==> src/rtl/alu_flags_unit.sv <==
// NZCV condition-flag unit: computes flags from ALU operands/result, holds the
// architectural flag register, a sticky overflow bit and a saturating overflow counter.
module alu_flags_unit #(
  parameter int WIDTH = 32,
  parameter int PIPE  = 1,
  parameter int CNT_W = 8
) (
  input  logic             clk,
  input  logic             rst,
  input  logic             in_valid,
  input  logic [WIDTH-1:0] num1,
  input  logic [WIDTH-1:0] num2,
  input  logic [WIDTH-1:0] resultado,
  input  logic [2:0]       ALU_Control,
  input  logic             set_flags,
  input  logic             clr_sticky,
  output logic             out_valid,
  output logic             N,
  output logic             Z,
  output logic             C,
  output logic             V,
  output logic             V_sticky,
  output logic [CNT_W-1:0] ovf_count
);

  logic             s_valid;
  logic             s_set;
  logic [WIDTH-1:0] s_a;
  logic [WIDTH-1:0] s_b;
  logic [WIDTH-1:0] s_r;
  logic [2:0]       s_ctl;

  if (PIPE != 0) begin : g_pipe
    logic             p_valid_d, p_valid_q;
    logic             p_set_d, p_set_q;
    logic [WIDTH-1:0] p_a_d, p_a_q;
    logic [WIDTH-1:0] p_b_d, p_b_q;
    logic [WIDTH-1:0] p_r_d, p_r_q;
    logic [2:0]       p_ctl_d, p_ctl_q;

    always_comb begin
      p_valid_d = in_valid;
      p_set_d   = set_flags;
      p_a_d     = num1;
      p_b_d     = num2;
      p_r_d     = resultado;
      p_ctl_d   = ALU_Control;
    end

    always_ff @(posedge clk or posedge rst) begin
      if (rst) begin
        p_valid_q <= 1'b0;
        p_set_q   <= 1'b0;
        p_a_q     <= '0;
        p_b_q     <= '0;
        p_r_q     <= '0;
        p_ctl_q   <= '0;
      end else begin
        p_valid_q <= p_valid_d;
        p_set_q   <= p_set_d;
        p_a_q     <= p_a_d;
        p_b_q     <= p_b_d;
        p_r_q     <= p_r_d;
        p_ctl_q   <= p_ctl_d;
      end
    end

    assign s_valid = p_valid_q;
    assign s_set   = p_set_q;
    assign s_a     = p_a_q;
    assign s_b     = p_b_q;
    assign s_r     = p_r_q;
    assign s_ctl   = p_ctl_q;
  end else begin : g_comb
    assign s_valid = in_valid;
    assign s_set   = set_flags;
    assign s_a     = num1;
    assign s_b     = num2;
    assign s_r     = resultado;
    assign s_ctl   = ALU_Control;
  end

  logic             n_d, n_q, z_d, z_q, c_d, c_q, v_d, v_q;
  logic             sticky_d, sticky_q, out_valid_d, out_valid_q;
  logic [CNT_W-1:0] cnt_d, cnt_q, cnt_base;
  logic             is_arith, is_sub, wr, c_calc, v_calc, ovf_evt;
  logic [WIDTH-1:0] b_op, sum_lo_unused;

  always_comb begin
    is_arith = (s_ctl[2:1] == 2'b00);
    is_sub   = s_ctl[0];
    b_op     = is_sub ? ~s_b : s_b;
    // Carry-out of the WIDTH+1 bit sum; for sub this is the "no borrow" bit.
    {c_calc, sum_lo_unused} = {1'b0, s_a} + {1'b0, b_op} + {{WIDTH{1'b0}}, is_sub};
    if (is_sub)
      v_calc = (s_a[WIDTH-1] != s_b[WIDTH-1]) && (s_r[WIDTH-1] != s_a[WIDTH-1]);
    else
      v_calc = (s_a[WIDTH-1] == s_b[WIDTH-1]) && (s_r[WIDTH-1] != s_a[WIDTH-1]);
    wr      = s_valid && s_set;
    ovf_evt = wr && is_arith && v_calc;

    n_d = n_q;
    z_d = z_q;
    c_d = c_q;
    v_d = v_q;
    if (wr) begin
      n_d = s_r[WIDTH-1];
      z_d = (s_r == '0);
      if (is_arith) begin
        c_d = c_calc;
        v_d = v_calc;
      end
    end

    // Clear acts first, so a coincident overflow write still lands afterwards.
    sticky_d = clr_sticky ? ovf_evt : (sticky_q || ovf_evt);
    cnt_base = clr_sticky ? '0 : cnt_q;
    cnt_d    = cnt_base;
    if (ovf_evt && (cnt_base != '1))
      cnt_d = cnt_base + CNT_W'(1);

    out_valid_d = s_valid;
  end

  always_ff @(posedge clk or posedge rst) begin
    if (rst) begin
      n_q         <= 1'b0;
      z_q         <= 1'b0;
      c_q         <= 1'b0;
      v_q         <= 1'b0;
      sticky_q    <= 1'b0;
      cnt_q       <= '0;
      out_valid_q <= 1'b0;
    end else begin
      n_q         <= n_d;
      z_q         <= z_d;
      c_q         <= c_d;
      v_q         <= v_d;
      sticky_q    <= sticky_d;
      cnt_q       <= cnt_d;
      out_valid_q <= out_valid_d;
    end
  end

  assign N         = n_q;
  assign Z         = z_q;
  assign C         = c_q;
  assign V         = v_q;
  assign V_sticky  = sticky_q;
  assign ovf_count = cnt_q;
  assign out_valid = out_valid_q;

endmodule

==> config.mk <==
export PLATFORM = sky130hd
export DESIGN_NAME = alu_flags_unit
export DESIGN_NICKNAME = d
export VERILOG_FILES = /design/src/rtl/alu_flags_unit.sv
export SDC_FILE = /design/constraint.sdc
export NUM_CORES = 1
export LEC_CHECK = 0
export ABC_CLOCK_PERIOD_IN_PS = 9900
export BUFFER_PORTS_ARGS = -buffer_cell sky130_fd_sc_hd__buf_2
export CAP_MARGIN = 20
export CORE_MARGIN = 4
export CORE_UTILIZATION = 50
export DETAILED_ROUTE_END_ITERATION = 6
export PLACE_DENSITY_LB_ADDON = 0.1
export REMOVE_ABC_BUFFERS = 1
export SLEW_MARGIN = 20
export SYNTH_ARGS = -nofsm -noshare
export SYNTH_HDL_FRONTEND = slang
export SYNTH_SLANG_ARGS = --single-unit
==> constraint.sdc <==
create_clock -name clk -period 9.9 [get_ports clk]
set_clock_uncertainty 0.05 [all_clocks]
set_input_delay 2.475 -clock clk [delete_from_list [all_inputs] [get_ports clk]]
set_output_delay 2.475 -clock clk [all_outputs]
set_load 0.02 [all_outputs]
==> reports/results.ini <==
[cells_and_area]
nNetsFinal = 559
area_delta_synth_final_pct = 31.1
drive_above_1_share_pct = 37.2
antenna_cells = 0
nFillCells = 638

[place]
globalplace.congestion = 0.825
io_buffers = 117
hpwl_um = 5390

[synthesis]
synth_most_common_cell = dfrtp_1
yosys.area.top_type = dfrtp_1
synth.top_cell.area_share_pct = 67.6
ys_async_sr_fraction_pct = 100
synthTopCellsByCount = dfrtp_1, ha_1, xor2_1, a21oi_1, nand2_1
yosys_warnings = 0
synth_cells = 291
yosys-top-cells-area = dfrtp_1, ha_1, xor2_1
syn_area_per_cell_sq_um = 14.6
synth_enable_flop_cells = 0
ys.flop_type = dfrtp_1
ys_ff_latch = 115
ys_seq_area_share_pct = 67.6
synth_cell_type_count = 37
synth_area_sq_mm = 0.00426

[worst_hold_path]
hold_path.class = register to register
hold_start = g_pipe.p_valid_q

[floorplan]
die_height_um = 100
die-area_sq_mm = 0.0101
start_util_pct = 51.5
die_w_um = 100
core-area_sq_mm = 0.00826
fp-row-count = 33
ioPinCount = 118

[clocking]
clk_pin_slew_ns = 0.06
post-cts-setup-buffer-count = 0
cts_tree = built
ctsResizeCount = 0
cts_sinks = 115
clk_path_buf_depth = 2
root_buffer = clkbuf_8
cts_htree_levels = 4
cts_hold_buf = 0
clk_latency_ns = 0.50
cts_buffers = 17

[sta]
timing.fmax_mhz = 245
hold_viol = 0
setup_viol = 0
finalWorstPathRequiredPeriod_ns = 4.08
holdWs_ns = 0.338
fin_crit_sh_pct = 41.2
max-slew-margin-rel_pct = 36.8
tightest_slew_ns = 0.948
grt_setup_unrepaired = no
finalSetupTns_ns = 0
slew_violations = 0

[drt]
vias = 2581
routed_wl_um = 7680
drc = 0
wire_per_inst_um = 14.2
ant_nets = 0
first_iter_violations = 88
via_per_inst = 4.77
drtPass1Iterations = 4

[setup_path]
cp_data_required_time_ns = 10.23
path_class = input pin to register
worst_setup_path_end_kind = register
crit_start = clr_sticky
path_cells = buf_2 > nor2b_1 > ha_1 > nand2_1 > or4_1 > and3_1 > nand4_1 > mux2_1
critPathArrivalTime_ns = 4.40
max_stage_delay_ns = 0.58
cp_max_fo = 11
crit-reg2reg-launch = g_pipe.p_ctl_q[0]
slowest_stage = or4_1
start_kind = input pin

[grt]
overflow = 0
grt_pass1_wl_um = 12900
grt_pass1_vias = 2746
antenna_found_initial = 0
grt_util_all_layers_pct = 17.0
grt_max_degree = 92

[power_and_ir_drop]
intPower_uw = 932
clock_power_share_pct = 51.6
cellLeakagePower_nw = 2.73
peakVddDrop_uv = 191
total_power_mw = 1.23
sw_frac_of_total_pct = 24.0
p_switching_uw = 293
combPwrFrac_pct = 7.1
p_per_area_mw_per_mm2 = 220
p_seq_share_pct = 41.4

[job]
drv_cap = 0

[run_status]
status = complete, no violations

==> worst max-delay path, delay by kind of cell <==
kind,cells,cell delay [ns]
adders and majority gates,1,0.24
buffers and inverters,1,0.16
muxes,1,0.32
and+or+nand+nor,5,1.22
==> logic make-up (layout without fill, tap and decap cells) <==
logic type      Yosys count  count (layout)  synth area share, %
flops                   115             115                 67.6
simple gates             61              61                 8.26
xor+xnor                 35              35                 7.38
compound gates           33              33                 4.68
fa+ha+maj                32              32                 9.41
buf+inv                  10             155                 1.09
mux                       5               5                 1.56
==> stage by stage <==
stage / instances / util [%] / setup WS [ns] / instance area, sq um
3_5_place_dp: 509 / 60.0 / 5.32 / 4960
5_1_grt: 541 / 67.6 / 5.72 / 5580
6_report: 541 / 67.6 / 5.82 / 5580
3_3_place_gp: 509 / 60.0 / 5.36 / 4960
2_1_floorplan: 286 / - / 4.33 / 4230
4_1_cts: 541 / 67.5 / 5.85 / 5580
==> layout make-up <==
type | count | area (sq um) | area share [%]
Tap cell | 105 | 131 | 2.35
Timing Repair Buffer | 118 | 597 | 10.7
Sequential cell | 115 | 2880 | 51.6
Clock buffer | 17 | 414 | 7.42
Multi-Input combinational cell | 166 | 1330 | 23.9
Clock inverter | 15 | 205 | 3.68
Inverter | 5 | 21.3 | 0.381
==> layout by cell type (no fill, tap or decap), types with 2 or more instances in the layout <==
cell type / count
clkbuf_16: 16
nor2b_1: 5
nand3_1: 7
nand2_1: 14
nor4_1: 10
buf_2: 117
dfrtp_1: 114
mux2_2: 2
a21oi_1: 14
nand4_1: 7
inv_1: 4
nand2b_1: 4
ha_1: 32
inv_8: 4
a31o_2: 2
xor2_1: 30
o31ai_1: 2
or4_1: 2
o21ai_0: 7
bufinv_16: 3
inv_6: 8
xnor2_1: 4
nor2_1: 6
o22ai_1: 2
a221oi_1: 2
==> power by group through the flow <==
stage	Clock, mW	Combinational (mW)	Sequential [mW]
after floorplan	0	0.0478	0.516
after global placement	0	0.0863	0.515
after detailed placement	0	0.0874	0.516
after CTS	0.645	0.0886	0.507
after global routing	0.670	0.102	0.509
final	0.632	0.0867	0.507
==> path summary, 6_finish.rpt <==
path	to	slack, ns	cells past startpoint
max reg2reg	C	7.29	7
min reg2reg	out_valid	0.34	0
max in group asynchronous	g_pipe.p_ctl_q[0]	6.85	3
min in group asynchronous	g_pipe.p_r_q[24]	1.87	2
max	ovf_count[4]	5.82	8
min	out_valid	0.34	0
==> registers in the layout, summed over array words and instances (netlist names) <==
name              flops
g_pipe.p_a_q         32
g_pipe.p_b_q         32
g_pipe.p_r_q         32
ovf_count             8
g_pipe.p_ctl_q        3
C                     1
N                     1
V                     1
V_sticky              1
Z                     1
g_pipe.p_set_q        1
g_pipe.p_valid_q      1
out_valid             1
==> metal layers <==
layer	global-route usage (%)	vias up	share of wire (%)	wire [um]
met5	0	-	0	0
met4	7.15	0	1.4	106
met3	6.60	8	7.0	536
met2	24.8	82	48	3690
met1	22.8	1210	44	3340
li1	-	1281	-	-
(Power assumes the default switching activity.)
